File: src/rtl/ahb3lite_mem_slave.sv
// rtl/ahb3lite_mem_slave.sv - AHB-Lite slave bridging to a single-port synchronous memory
//
// Purpose: accepts AHB-Lite read/write transfers inside a fixed address window,
// inserts WAIT_STATES wait cycles per data phase, derives byte enables from
// HSIZE and returns a two-cycle ERROR for out-of-window, oversized or
// misaligned transfers.
//
// Ports:
//   HCLK, HRESET            bus clock, asynchronous active-high reset
//   HSEL, HADDR, HWRITE,    address-phase inputs
//   HSIZE, HBURST, HTRANS
//   HWDATA                  write data (data phase)
//   HREADY                  bus-wide ready
//   HREADYOUT, HRESP,       slave response
//   HRDATA
//   mem_addr                memory word address
//   mem_wr_en, mem_be,      memory write strobe, byte enables, write data
//   mem_wdata
//   mem_rd_en, mem_rdata    memory read strobe and read data (valid next cycle)
module ahb3lite_mem_slave #(
  parameter int          DATA_W      = 32,
  parameter logic [31:0] BASE_ADDR   = 32'h0000_0000,
  parameter int          MEM_BYTES   = 4096,
  parameter int          WAIT_STATES = 0,
  localparam int         BE_W        = DATA_W / 8,
  localparam int         BYTE_SH     = $clog2(BE_W),
  localparam int         ADDR_W      = $clog2(MEM_BYTES / BE_W)
) (
  input  logic              HCLK,
  input  logic              HRESET,
  input  logic              HSEL,
  input  logic [31:0]       HADDR,
  input  logic              HWRITE,
  input  logic [2:0]        HSIZE,
  input  logic [2:0]        HBURST,
  input  logic [1:0]        HTRANS,
  input  logic [DATA_W-1:0] HWDATA,
  input  logic              HREADY,
  output logic              HREADYOUT,
  output logic              HRESP,
  output logic [DATA_W-1:0] HRDATA,
  output logic [ADDR_W-1:0] mem_addr,
  output logic              mem_wr_en,
  output logic [BE_W-1:0]   mem_be,
  output logic [DATA_W-1:0] mem_wdata,
  output logic              mem_rd_en,
  input  logic [DATA_W-1:0] mem_rdata
);

  typedef enum logic [2:0] {
    S_IDLE,
    S_WR,
    S_RD,
    S_ERR1,
    S_ERR2
  } state_t;

  localparam logic [2:0] WAIT_CNT = 3'(WAIT_STATES);

  state_t            state_q, state_d;
  logic [2:0]        cnt_q, cnt_d;
  logic              rd_first_q, rd_first_d;
  logic [ADDR_W-1:0] addr_q, addr_d;
  logic [BE_W-1:0]   be_q, be_d;

  // Address-phase decode
  logic [32:0]       diff;
  logic              in_win;
  logic              size_err;
  logic [31:0]       align_mask;
  logic              misalign;
  logic              xfer_err;
  logic              accept;
  logic [7:0]        size_mask;
  logic [BE_W-1:0]   acc_be;
  logic              done;

  // HBURST carries no behaviour here
  logic unused_hburst;
  assign unused_hburst = ^HBURST;

  always_comb begin
    // 33-bit subtraction: a borrow in bit 32 means HADDR is below the window
    diff       = {1'b0, HADDR} - {1'b0, BASE_ADDR};
    in_win     = !diff[32] && (diff[31:0] < 32'(MEM_BYTES));
    size_err   = (HSIZE > 3'(BYTE_SH));
    align_mask = (32'd1 << HSIZE) - 32'd1;
    misalign   = ((HADDR & align_mask) != 32'd0);
    xfer_err   = !in_win || size_err || misalign;
    accept     = HSEL && HREADY && HTRANS[1];
    case (HSIZE)
      3'd0:    size_mask = 8'h01;
      3'd1:    size_mask = 8'h03;
      3'd2:    size_mask = 8'h0F;
      default: size_mask = 8'hFF;
    endcase
    acc_be = BE_W'(size_mask) << diff[BYTE_SH-1:0];
  end

  always_comb begin
    state_d    = state_q;
    cnt_d      = cnt_q;
    rd_first_d = rd_first_q;
    addr_d     = addr_q;
    be_d       = be_q;
    HREADYOUT  = 1'b1;
    HRESP      = 1'b0;
    HRDATA     = '0;
    mem_wr_en  = 1'b0;
    mem_rd_en  = 1'b0;
    mem_be     = '0;
    mem_wdata  = '0;
    // done marks a cycle in which a new address phase may be taken
    done       = 1'b0;

    case (state_q)
      S_IDLE: done = 1'b1;
      S_WR: begin
        if (cnt_q != 3'd0) begin
          HREADYOUT = 1'b0;
          cnt_d     = cnt_q - 3'd1;
        end else begin
          mem_wr_en = 1'b1;
          mem_be    = be_q;
          mem_wdata = HWDATA;
          done      = 1'b1;
        end
      end
      S_RD: begin
        if (rd_first_q) begin
          mem_rd_en  = 1'b1;
          HREADYOUT  = 1'b0;
          rd_first_d = 1'b0;
        end else if (cnt_q != 3'd0) begin
          HREADYOUT = 1'b0;
          cnt_d     = cnt_q - 3'd1;
        end else begin
          HRDATA = mem_rdata;
          done   = 1'b1;
        end
      end
      S_ERR1: begin
        HREADYOUT = 1'b0;
        HRESP     = 1'b1;
        state_d   = S_ERR2;
      end
      S_ERR2: begin
        HRESP = 1'b1;
        done  = 1'b1;
      end
      default: state_d = S_IDLE;
    endcase

    // Completion cycles double as the next address phase (back-to-back)
    if (done) begin
      state_d = S_IDLE;
      if (accept) begin
        if (xfer_err) begin
          state_d = S_ERR1;
        end else begin
          state_d    = HWRITE ? S_WR : S_RD;
          cnt_d      = WAIT_CNT;
          rd_first_d = !HWRITE;
          addr_d     = diff[BYTE_SH +: ADDR_W];
          be_d       = acc_be;
        end
      end
    end
  end

  always_ff @(posedge HCLK or posedge HRESET) begin
    if (HRESET) begin
      state_q    <= S_IDLE;
      cnt_q      <= 3'd0;
      rd_first_q <= 1'b0;
      addr_q     <= '0;
      be_q       <= '0;
    end else begin
      state_q    <= state_d;
      cnt_q      <= cnt_d;
      rd_first_q <= rd_first_d;
      addr_q     <= addr_d;
      be_q       <= be_d;
    end
  end

  assign mem_addr = addr_q;

endmodule

File: config.mk
export PLATFORM = sky130hd
export DESIGN_NAME = ahb3lite_mem_slave
export DESIGN_NICKNAME = d
export VERILOG_FILES = /design/src/rtl/ahb3lite_mem_slave.sv
export SDC_FILE = /design/constraint.sdc
export NUM_CORES = 1
export LEC_CHECK = 0
export CORE_ASPECT_RATIO = 1.2
export CORE_UTILIZATION = 28
export CTS_BUF_LIST = sky130_fd_sc_hd__clkbuf_4 sky130_fd_sc_hd__clkbuf_8
export DETAILED_ROUTE_END_ITERATION = 10
export HOLD_SLACK_MARGIN = 0.03
export PLACE_DENSITY = 0.84
export SLEW_MARGIN = 25
export SYNTH_ARGS = -nofsm -noshare
export SYNTH_HDL_FRONTEND = slang
export SYNTH_SLANG_ARGS = --single-unit
File: constraint.sdc
create_clock -name HCLK -period 2.4 [get_ports HCLK]
set_input_delay 0.36 -clock HCLK [delete_from_list [all_inputs] [get_ports HCLK]]
set_output_delay 0.36 -clock HCLK [all_outputs]
set_load 0.02 [all_outputs]
; After elaboration in Yosys (flattened, before gate mapping)
; Index checks and enable logic that the tools add are counted.
[op_classes]
n_addsub = 2
eq_ne = 7
n_reduce_logical = 14
mux = 31
magnitude_cmp = 2
n_shift = 2
bitwise_logic = 2
[op_table]
columns = op, n
row1 = $mux 32, 5
row2 = $and 32x32->32, 1
row3 = $lt 32x13->1 const B, 1
row4 = $reduce_bool 32->1, 1
row5 = $shl 1x3->32 const A, 1
row6 = $sub 32x1->32 const B, 1
row7 = $mux 3, 6
row8 = $pmux 3 s2, 2
row9 = $pmux 4 s3, 1
row10 = $mux 1, 10
row11 = $eq 3x2->1 const B, 3
row12 = $mux 4, 2
row13 = $eq 3x1->1 const B, 2
row14 = $logic_not 3->1, 2
row15 = $mux 2, 3
row16 = $pmux 1 s3, 2
row17 = $reduce_or 2->1, 2
row18 = $reduce_or 4->1, 1
row19 = $shl 4x2->4, 1
row20 = $eq 3x3->1 const B, 1
row21 = $gt 3x2->1 const B, 1
row22 = $reduce_and 3->1, 1
row23 = $reduce_bool 3->1, 1
row24 = $sub 3x1->3 const B, 1
row25 = 5 further kinds, 8
[word_totals]
out_inout_bits = 82
wordCells = 65
reg_bits = 21

; Depth between registers and ports, before layout
; Gate-level depths: netlist of run 1.
[depth]
depth_word = 8
ltp_mapped = 9

; Worst setup path before layout of run 1
; Ideal clock, no wire load.
[synth_timing]
path_kind = register -> output
startpoint = register cnt_q[0]
endpoint = output mem_be[0]
path_stages_with_launch = 8
path_buffers = 2
t_required_ps = 2040
slack_ps = 196
t_arrival_ps = 1844
cell_sequence = dfrtp_1 -> inv_1 -> ha_1 -> nor2b_1 -> and3_1 -> clkbuf_1 -> clkbuf_1 -> and2_1
[synth_via]
elab_chain_cells = 3
[synth_lines]
columns = item, line
row1 = "start, declared", 61  ; logic [2:0] cnt_q, cnt_d;
row2 = "start signal, assigned", 180  ; cnt_q <= cnt_d;
row3 = $reduce_bool 3->1, 119  ; if (cnt_q != 3'd0) begin
row4 = $mux 4, 119
row5 = $mux 4, 116  ; case (state_q)
row6 = "end, declared", 44  ; output logic [BE_W-1:0] mem_be,
; No other way between the ends.

; Worst setup path in the final report of run 1
[layout_timing]
startpoint = register state_q[1]
endpoint = output HRDATA[27]
[layout_via]
elab_chain_cells = 2
[layout_lines]
columns = item, line
row1 = "start, declared", 60  ; state_t state_q, state_d;
row2 = "start signal, assigned", 179  ; state_q <= state_d;
row3 = $eq 3x2->1, 116
row4 = $mux 32, 116
row5 = "end, declared", 41  ; output logic [DATA_W-1:0] HRDATA,
; No other way between the ends.

==> impl_metrics.csv, run 1 <==
group,metric,value,unit
floorplan,die_x,71.4,um
setup_path,reg2reg_depth,8,
place,gp_congestion,0.845,
setup_path,reg2reg_from,"cnt_q[0]",
setup_path,cp.required,2.04,ns
place,dp_cells,430,
place,io_buffers,186,
outcome,status,"complete, but fails checks",
detailed_routing,vias_per_cell,4.46,
yosys,postSynthAreaPerCell,8.98,um^2
yosys,synth-compound-area-share,8.20,%
setup_path,reg2reg_slack,0.26,ns
clocking,cts_buffers,3,
cells_and_area,nNetsFinal,486,
grt,grt_first_pass_wirelength,8960,um
timing,setup_viol,0,
setup_path,crit_chain,"inv_1, nor2_1, nand2b_1, nor3_2, buf_6, and2_1, clkdlybuf4s15_1",
timing,clock.fmax,441,MHz
hold_path,worstHoldPathType,"flip-flop to flip-flop",
timing,finalCritPeriodShare,94.4,%
yosys,post_synth_mux_area_share,12.8,%
power_and_ir_drop,p_per_area,327,nW/um^2
yosys,syn-num-nets,292,
clocking,cts_buffer_depth,2,
setup_path,cpMaxStageDelayCell,"dfrtp_1",
floorplan,start_util,29.9,%
cells_and_area,diodes,0,
yosys,yosys.cell_types.count,33,
grt,grt_pass1_vias,1920,
yosys,netlist_area,1620,um^2
grt,grt_max_degree,27,
yosys,ys_seq_elements,21,
timing,fin_skew,0.00173,ns
clocking,tritoncts,"yes",
yosys,synth_fa_ha_area_share,2.32,%
detailed_routing,drc,9,
detailed_routing,antenna_left,0,
timing,slew_viol_final,0,
clocking,root_buffer,"clkbuf_8",
yosys,ys_seq_area_share,32.5,%
timing,hold_violations,0,
detailed_routing,wl,5770,um
setup_path,criticalPathCategory,"flip-flop to output pin",
setup_path,crit_fanout,13,
grt,overflow,0,
cells_and_area,syn_to_final_growth,108,%
floorplan,die_area,6080,um^2
yosys,netlist_instances,180,
clocking,clk_pin_slew,0.08,ns
outcome,violations,"design-rule violations",
power_and_ir_drop,ir_worst_vdd,0.339,mV
floorplan,die_y,85.2,um
timing,slew_headroom,46.9,%
setup_path,worstPathArrival,1.91,ns
yosys,yosysWarnings,0,
detailed_routing,drt_iter0_markers,44,
setup_path,r2r-end,"be_q[0]",
clocking,h-tree-depth,1,
setup_path,timing.critical_path.slowest_cell_delay,0.42,ns
clocking,clkLatencyLatePin,0.25,ns
place,hpwl,4900,um
setup_path,cp-start-kind,"flip-flop",
detailed_routing,routedWlPerCell,13.3,um
hold_path,whs_endpoint,"be_q[2]",
detailed_routing,first_pass_iters,7,
grt,antenna_found_initial,0,
power_and_ir_drop,total_leakage_power,1.67,nW
yosys,yosys.area_share.simple,39.4,%
floorplan,core_region_area,5410,um^2
floorplan,rows,29,
grt,grt_use_total,18.2,%
cells_and_area,fin_cells,435,
job,cap_violations,0,
setup_path,cp-end-kind,"output pin",
timing,min_period,2.27,ns
yosys,yosys_most_used_dff,"dfrtp_1",
cells_and_area,final_util,62.3,%
timing,worst_pin_slew,0.795,ns
yosys,synth_top_family_by_area,"simple AND/OR/NAND/NOR gates",
detailed_routing,vias,1939,
yosys,async_flop_share,100,%
hold_path,worstHoldStart,"be_q[2]",
hold_path,min_path_cells,1,
yosys,synth_xor_area_share,0.542,%
yosys,synth-edff-count,0,
timing,rsz0062_at_grt,"false",
clocking,clock-sinks,21,
floorplan,ioPinCount,191,
cells_and_area,layout-drive-gt1-share,26.5,%
final cells by class:
class | instances | area [um^2]
well taps | 62 | 77.6
repair buffers | 197 | 1640
clock inverters | 1 | 5.00
fillers | 499 | 2040
multi-input cells | 143 | 1050
clock buffers | 3 | 41.3
inverters | 8 | 30.0
flip-flops and latches | 21 | 526
cell usage after synthesis, types with 2 or more instances:
cell	count	area share, %
mux2i_1	2	1.2
nor4_1	3	1.2
nor2b_1	2	0.77
and3_1	2	0.77
nor2_1	9	2.1
mux2_2	6	4.2
o211a_1	2	1.2
inv_1	8	1.9
clkbuf_1	7	1.6
dfrtp_1	21	33
ha_1	3	2.3
nand3_1	3	0.93
nand2b_1	3	1.2
mux2_4	8	7.4
o21ai_0	3	0.93
nor3_1	3	0.93
nand2_1	5	1.2
and2_1	69	27
a21oi_1	7	2.2
metal layers:
layer	routed length, um	up-vias	global-route usage [%]
met2	3120	85	34.3
li1	-	980	-
met4	44	0	4.36
met1	2210	870	20.6
met5	0	-	0
met3	398	4	3.68
repair_timing:
action                                 4_1_cts  5_1_grt
hold buffers                                 0        0
setup endpoints to repair                   82       85
endpoints found under the hold margin        0        0
setup buffers                                0        1
pin swaps                                    1        2
gates resized for setup                     71      139
cell usage in the layout, fill, tap and decap left out, drive strengths merged:
master	n
nor2	9
o221ai	1
dfrtp	21
o21ai	3
a32o	1
clkdlybuf4s15	5
a22oi	1
clkbuf	66
clkdlybuf4s50	113
o211a	2
dlymetal6s2s	2
o2bb2ai	1
a2111oi	1
nor3b	1
nand2	6
xnor2	1
mux2i	2
a21o	1
or2b	1
mux2	14
buf	11
nor4	5
nor3	3
a21oi	7
nor2b	2
dlygate4sd2	3
nand3	3
and2	69
and3	2
o2111a	1
nand2b	3
inv	8
clkinv	1
ha	3
registers in the layout, indices dropped and copies added, names as in the netlist:
register	flops
state_q	3
cnt_q	3
rd_first_q	1
be_q	4
mem_addr	10
where the power goes:
part / internal, mW / total [mW] / leakage [nW] / switching [mW]
Clock: 0.115 / 0.227 / 0.0255 / 0.112
Combinational: 0.274 / 0.511 / 1.35 / 0.237
Sequential: 0.358 / 0.364 / 0.292 / 0.00619
Total: 0.747 / 1.10 / 1.67 / 0.355
critical path, delay by kind of cell (launching register included):
family	cells	cell delay, ns
flip-flops	1	0.42
buffers and inverters	3	0.57
AND/OR/NAND/NOR	4	0.65
cells by family (layout without fill, tap and decap cells):
kind of cell / count (synthesis) / after routing
compound gates: 19 / 19
buf+inv: 16 / 209
simple gates: 104 / 104
mux: 16 / 16
fa+ha+maj: 3 / 3
flops: 21 / 21
xor+xnor: 1 / 1
worst max path at each step:
stage	start	end	slack, ns	depth (start not counted)
floorplan	cnt_q[0]	mem_be[0]	0.20	7
global placement	HSIZE[1]	state_q[0]	-0.25	10
detailed placement	HSIZE[1]	state_q[0]	-0.34	10
CTS	cnt_q[0]	mem_wdata[2]	0.009	7
global route	state_q[1]	HRDATA[24]	0.01	7
finish	state_q[1]	HRDATA[27]	0.13	7
stage by stage:
| step | area (um^2) | setup slack (ns) | power (mW) | hold WS (ns) | TNS [ns] |
|---|---|---|---|---|---|
| 2_1_floorplan | 1620 | 0.196 | 0.590 | 0.337 | 0 |
| 3_3_place_gp | 3600 | -0.254 | 0.939 | 0.484 | -3.76 |
| 3_5_place_dp | 3600 | -0.335 | 0.946 | 0.493 | -5.25 |
| 4_1_cts | 3560 | 0.00907 | 1.12 | 0.509 | 0 |
| 5_1_grt | 3370 | 0.0109 | 1.16 | 0.528 | 0 |
| 6_report | 3370 | 0.134 | 1.10 | 0.507 | 0 |
Power figures use the tool's default switching activity.
==> inputs of run 2 (changes only) <==
- SLEW_MARGIN: 25 -> not set
==> results of run 2 <==
No change in the layout: final DEF, timing and power equal those of run 1.
